File: src/rtl/shift_pkg.sv
// Shared definitions for the two-requester serial shift scheduler.
package shift_pkg;

  // Frame width; fixed at 8 in this revision.
  localparam int unsigned SHIFT_NBITS = 8;

  // Default system clocks per serial bit (even, >= 2).
  localparam int unsigned SHIFT_CLK_DIV_DEF = 4;

  typedef enum logic [1:0] {
    ST_IDLE  = 2'd0,
    ST_SHIFT = 2'd1,
    ST_LATCH = 2'd2
  } state_t;

endpackage

File: src/rtl/rr_arb2.sv
// Two-way round-robin arbiter: a lone request wins outright; under
// contention the requester that was not served last wins.
module rr_arb2 (
  input  logic req0,
  input  logic req1,
  input  logic last,
  output logic win,
  output logic valid
);

  // Pure combinational pick; the caller registers the result.
  always_comb begin
    valid = req0 | req1;
    if (req0 && req1) begin
      win = ~last;
    end else begin
      win = req1;
    end
  end

endmodule

File: src/rtl/shift_sched.sv
// Serial shift scheduler: arbitrates two byte requesters and shifts the
// winner's byte out LSB first with a divided shift clock and a latch strobe.
module shift_sched
  import shift_pkg::*;
#(
  parameter int unsigned CLK_DIV = SHIFT_CLK_DIV_DEF,
  parameter int unsigned NBITS   = SHIFT_NBITS
) (
  input  logic             clk,
  input  logic             rst,
  input  logic             req0,
  input  logic [NBITS-1:0] data0,
  input  logic             req1,
  input  logic [NBITS-1:0] data1,
  output logic             gnt0,
  output logic             gnt1,
  output logic             sdata,
  output logic             sclk,
  output logic             latch,
  output logic             busy,
  output logic             owner
);

  localparam int unsigned DW = (CLK_DIV > 2) ? $clog2(CLK_DIV) : 1;
  localparam int unsigned BW = (NBITS > 2) ? $clog2(NBITS) : 1;
  localparam logic [DW-1:0] DIV_LAST = DW'(CLK_DIV - 1);
  localparam logic [DW-1:0] DIV_HALF = DW'(CLK_DIV / 2);
  localparam logic [BW-1:0] BIT_LAST = BW'(NBITS - 1);

  state_t           state_q, state_d;
  logic [NBITS-1:0] shreg_q, shreg_d;
  logic [DW-1:0]    div_q, div_d;
  logic [BW-1:0]    bit_q, bit_d;
  logic             owner_d;
  logic             last_q, last_d;
  logic             gnt0_d, gnt1_d;
  logic             sdata_d, sclk_d, latch_d, busy_d;
  logic             arb_win, arb_valid;

  rr_arb2 u_arb (
    .req0  (req0),
    .req1  (req1),
    .last  (last_q),
    .win   (arb_win),
    .valid (arb_valid)
  );

  // Next-state, datapath and output decode; outputs derive from the next
  // state so every port is a flop that matches the state it is paired with.
  always_comb begin
    state_d = state_q;
    shreg_d = shreg_q;
    div_d   = div_q;
    bit_d   = bit_q;
    owner_d = owner;
    last_d  = last_q;
    gnt0_d  = 1'b0;
    gnt1_d  = 1'b0;
    case (state_q)
      ST_IDLE: begin
        if (arb_valid) begin
          shreg_d = arb_win ? data1 : data0;
          owner_d = arb_win;
          last_d  = arb_win;
          gnt0_d  = ~arb_win;
          gnt1_d  = arb_win;
          div_d   = '0;
          bit_d   = '0;
          state_d = ST_SHIFT;
        end
      end
      ST_SHIFT: begin
        if (div_q == DIV_LAST) begin
          div_d   = '0;
          shreg_d = {1'b0, shreg_q[NBITS-1:1]};
          if (bit_q == BIT_LAST) begin
            bit_d   = '0;
            state_d = ST_LATCH;
          end else begin
            bit_d = bit_q + 1'b1;
          end
        end else begin
          div_d = div_q + 1'b1;
        end
      end
      ST_LATCH: begin
        state_d = ST_IDLE;
      end
      default: begin
        state_d = ST_IDLE;
      end
    endcase
    sdata_d = (state_d == ST_SHIFT) & shreg_d[0];
    sclk_d  = (state_d == ST_SHIFT) && (div_d >= DIV_HALF);
    latch_d = (state_d == ST_LATCH);
    busy_d  = (state_d != ST_IDLE);
  end

  // State, datapath and registered outputs; reset leaves requester 0 favoured.
  always_ff @(posedge clk or posedge rst) begin
    if (rst) begin
      state_q <= ST_IDLE;
      shreg_q <= '0;
      div_q   <= '0;
      bit_q   <= '0;
      last_q  <= 1'b1;
      owner   <= 1'b0;
      gnt0    <= 1'b0;
      gnt1    <= 1'b0;
      sdata   <= 1'b0;
      sclk    <= 1'b0;
      latch   <= 1'b0;
      busy    <= 1'b0;
    end else begin
      state_q <= state_d;
      shreg_q <= shreg_d;
      div_q   <= div_d;
      bit_q   <= bit_d;
      last_q  <= last_d;
      owner   <= owner_d;
      gnt0    <= gnt0_d;
      gnt1    <= gnt1_d;
      sdata   <= sdata_d;
      sclk    <= sclk_d;
      latch   <= latch_d;
      busy    <= busy_d;
    end
  end

endmodule

File: config.mk
export PLATFORM = sky130hd
export DESIGN_NAME = shift_sched
export DESIGN_NICKNAME = d
export VERILOG_FILES = /design/src/rtl/shift_pkg.sv /design/src/rtl/rr_arb2.sv /design/src/rtl/shift_sched.sv
export SDC_FILE = /design/constraint.sdc
export NUM_CORES = 1
export LEC_CHECK = 0
export ABC_AREA = 1
export CORE_MARGIN = 2
export CORE_UTILIZATION = 29
export DETAILED_ROUTE_END_ITERATION = 10
export GPL_ROUTABILITY_DRIVEN = 1
export PLACE_DENSITY_LB_ADDON = 0.08
export SLEW_MARGIN = 20
export SYNTH_ARGS = -nofsm -noshare
export SYNTH_HDL_FRONTEND = slang
export SYNTH_SLANG_ARGS = --single-unit
File: constraint.sdc
create_clock -name clk -period 1.4 [get_ports clk]
set_input_delay 0.28 -clock clk [delete_from_list [all_inputs] [get_ports clk]]
set_output_delay 0.28 -clock clk [all_outputs]
set_load 0.01 [all_outputs]
==> summary.md <==
| Metric | Value |
|---|---|
| Status | `finished, final reports clean` |
| Final setup violation count | `0` |
| CP max-delay cell | `dfrtp_1` |
| CTS tree | `done` |
| Clk sinks | `23` |
| Antenna violations before repair | `0` |
| Clk_lat worst skew | `0.26 ns` |
| Routed vias/inst | `~4.4` |
| Most common cell after layout, fill and taps aside | `nand2_1` |
| ANT nets after route | `0` |
| Mapped Area | `1090 µm²` |
| Area of the multi-input gates | `445 µm²` |
| Finished Layout Cells | `217` |
| Worst vdd ir | `just over 0.5 mV` |
| R2R depth | `7` |
| Setup crit start kind | `flop` |
| Final Wtd Congestion | `0.702` |
| Top_reg_cell synth | `dfrtp_1` |
| RR Endpoint | `sdata` |
| Syn Area/Cell | `~8.4 µm²` |
| Share of cells above drive strength 1 | `16.0%` |
| Max Freq | `about 0.77 GHz` |
| Die H | `65.4 µm` |
| Synth area leaders | `dfrtp_1 (50%), nand2_1 (17%), inv_1 (5.2%)` |
| Via count | `960` |
| Total Power | `between 2 and 3 mW` |
| Die outline width | `65.4 µm` |
| Gate power share | `45.1%` |
| R2r setup slk | `between 0.09 and 0.1 ns` |
| Placed Instances | `213` |
| Min-delay worst type | `input port to async pin` |
| Largest net degree at the start of global routing | `24` |
| Crit. End Element | `flop` |
| Worst stage delay on the critical path | `around 0.40 ns` |
| RR Startpoint | `div_q[0]` |
| Mapped Nets | `153` |
| Library cells used by synthesis | `19` |
| Crit path max-delay family | `simple AND/OR/NAND/NOR gates` |
| Area Growth Syn to Fin | `41.1%` |
| DR iter-0 viols | `24` |
| Ys async rst share | `100%` |
| Total track usage | `12.4%` |
| Synth Register Bits | `23` |
| Warnings, synthesis | `0` |
| Post-CTS Hold Buffers | `0` |
| Core box area | `between 3000 and 4000 µm²` |
| Clock buffer depth | `2` |
| Sequential power share | `40.2%` |
| Most frequent cells in the layout | `nand2_1 (47), dfrtp_1 (22), clkdlybuf4s50_1 (19), inv_1 (15), nor2_1 (11)` |
| H-Tree Depth | `1` |
| Worst Clk Skew | `0.00192 ns` |
| Clk root buf | `clkbuf_8` |
| Num CTS Buffers | `3` |
| # Max-Cap Violations | `0` |
| Pwr/cell area | `roughly 1800 nW/µm²` |
| Full die area | `4270 µm²` |
| DRT Pass-1 Iters | `5` |
| Final Hold Fails | `0` |
| Worst Path Arrival | `1.46 ns` |
| Number of buffers and inverters on the critical path | `1` |
| Post-synth EDFFs | `0` |
| Yosys top cell area share | `50.4%` |
| Req. time, crit path | `around 1.6 ns` |
| Worst Path Max Fanout | `7` |
| Tightest Pin Transition | `0.267 ns` |
| Worst slew margin | `about 82%` |
| Initial Util | `around 30%` |
| Switching share of power | `37.6%` |
| Worst-path clk slew | `0.08 ns` |
| Wire per inst | `10.5 µm` |
| Most frequent CP cell | `nand2_1` |
| Post-route minimum period | `1.31 ns` |
| NumNets Final | `193` |
| Top cell type by total area after synthesis | `dfrtp_1` |
| Fillers | `between 300 and 400` |
| Remaining DRCs | `0` |
| Dpl hpwl | `1790 µm` |
| PortBufs | `26` |
| Post-synthesis sequential area ratio | `52.8%` |
| NetSw | `1.02 mW` |
| ANT cells | `0` |
| Tcrit/Tclk final | `93.4%` |
| Vias in the first global route | `946` |
| Leak pwr | `between 0.8 and 0.9 nW` |
| Io pins | `27` |
| Final worst slack | `0.0930 ns` |
| Routed WL | `between 2000 and 2500 µm` |
| Overflow after GRT | `0` |
| Place WS | `-0.222 ns` |
| CP Class | `flop to flop` |
| Gate Count Post-Synth | `between 100 and 150` |
| Clock Power Share | `~15%` |
| Power Internal | `roughly 1.7 mW` |
| RSZ-0062 raised after global routing | `no` |
| Worst path cell trace | `ha_1, nand3_4, inv_2, nand2_1, nand2_1, nor2_2, nor2_1` |
| FP Rows | `22` |
| Register area | `577 µm²` |
| First-pass GRT wire length | `between 4000 and 5000 µm` |
| Slew Viols, Final | `0` |
[how the worst max path moves through the flow]
stage / cells after the start / from / endpoint
after CTS: 1 / gnt1 / gnt1
after global placement: 7 / req0 / shreg_q[1]
final: 7 / div_q[0] / sdata
after detailed placement: 7 / req0 / shreg_q[1]
after floorplan: 7 / bit_q[0] / sdata
after global routing: 7 / div_q[0] / shreg_q[0]
[tightest hold or removal path: stages]
cell and delay [ns]:
clkdlybuf4s50_1 0.40, inv_1 0.09, buf_12 0.18
[synthesized netlist by cell type, drive strengths merged, types with 2 or more instances]
cell type  instances
ha                 3
nand3              8
inv               17
nor2              14
o211ai             5
nand4              4
dfrtp             22
buf                2
nand2             51
[timing repair]
item                       CTS  global route
setup buffers                0             0
gates resized for setup      6             4
setup endpoints to repair    6             8
[metrics by stage]
step / area [µm²] / TNS, ns / utilization [%] / hold slack, ns
floorplan: 1090 / 0 / - / 0.281
global placement: 1490 / -2.77 / 41.0 / 0.455
detailed placement: 1490 / -2.74 / 41.0 / 0.462
CTS: 1530 / 0 / 42.0 / 0.345
global route: 1540 / 0 / 42.4 / 0.361
finish: 1540 / 0 / 42.4 / 0.343
[flip-flops by register name, summed over array words and instances (netlist names)]
signal / flops
state_q: 2
owner: 1
shreg_q: 8
last_q: 1
bit_q: 3
gnt1: 1
sdata: 1
gnt0: 1
sclk: 1
latch: 1
div_q: 2
busy: 1
[logic make-up (layout without fill, tap and decap cells)]
group	after synthesis	in the layout	synth area share [%]
flops	23	23	52.8
simple gates	78	78	31.3
buf+inv	19	58	7.56
compound gates	7	7	4.93
fa+ha+maj	3	3	3.44
[power groups by stage]
| stage | Combinational (mW) | Sequential, mW | Clock (mW) |
|---|---|---|---|
| finish | 1.22 | 1.09 | 0.401 |
| global route | 1.41 | 1.13 | 0.446 |
| CTS | 1.23 | 1.09 | 0.418 |
| detailed placement | 1.27 | 1.10 | 0 |
| global placement | 1.24 | 1.10 | 0 |
| floorplan | 0.775 | 1.10 | 0 |
[layer usage]
metal	vias to the layer above	track usage, %	routed length, µm
met5	-	0	0
met2	28	20.7	1030
met3	4	2.23	132
met1	441	15.8	1070
li1	487	-	-
met4	0	5.47	38
[cell type report]
cell class | instances | share of cell area (%)
well taps | 48 | 3.90
inverters | 17 | 4.14
clock buffers | 4 | 2.92
repair buffers | 37 | 22.7
flip-flops and latches | 23 | 37.4
multi-input cells | 88 | 28.9
Power figures use the tool's default switching activity.
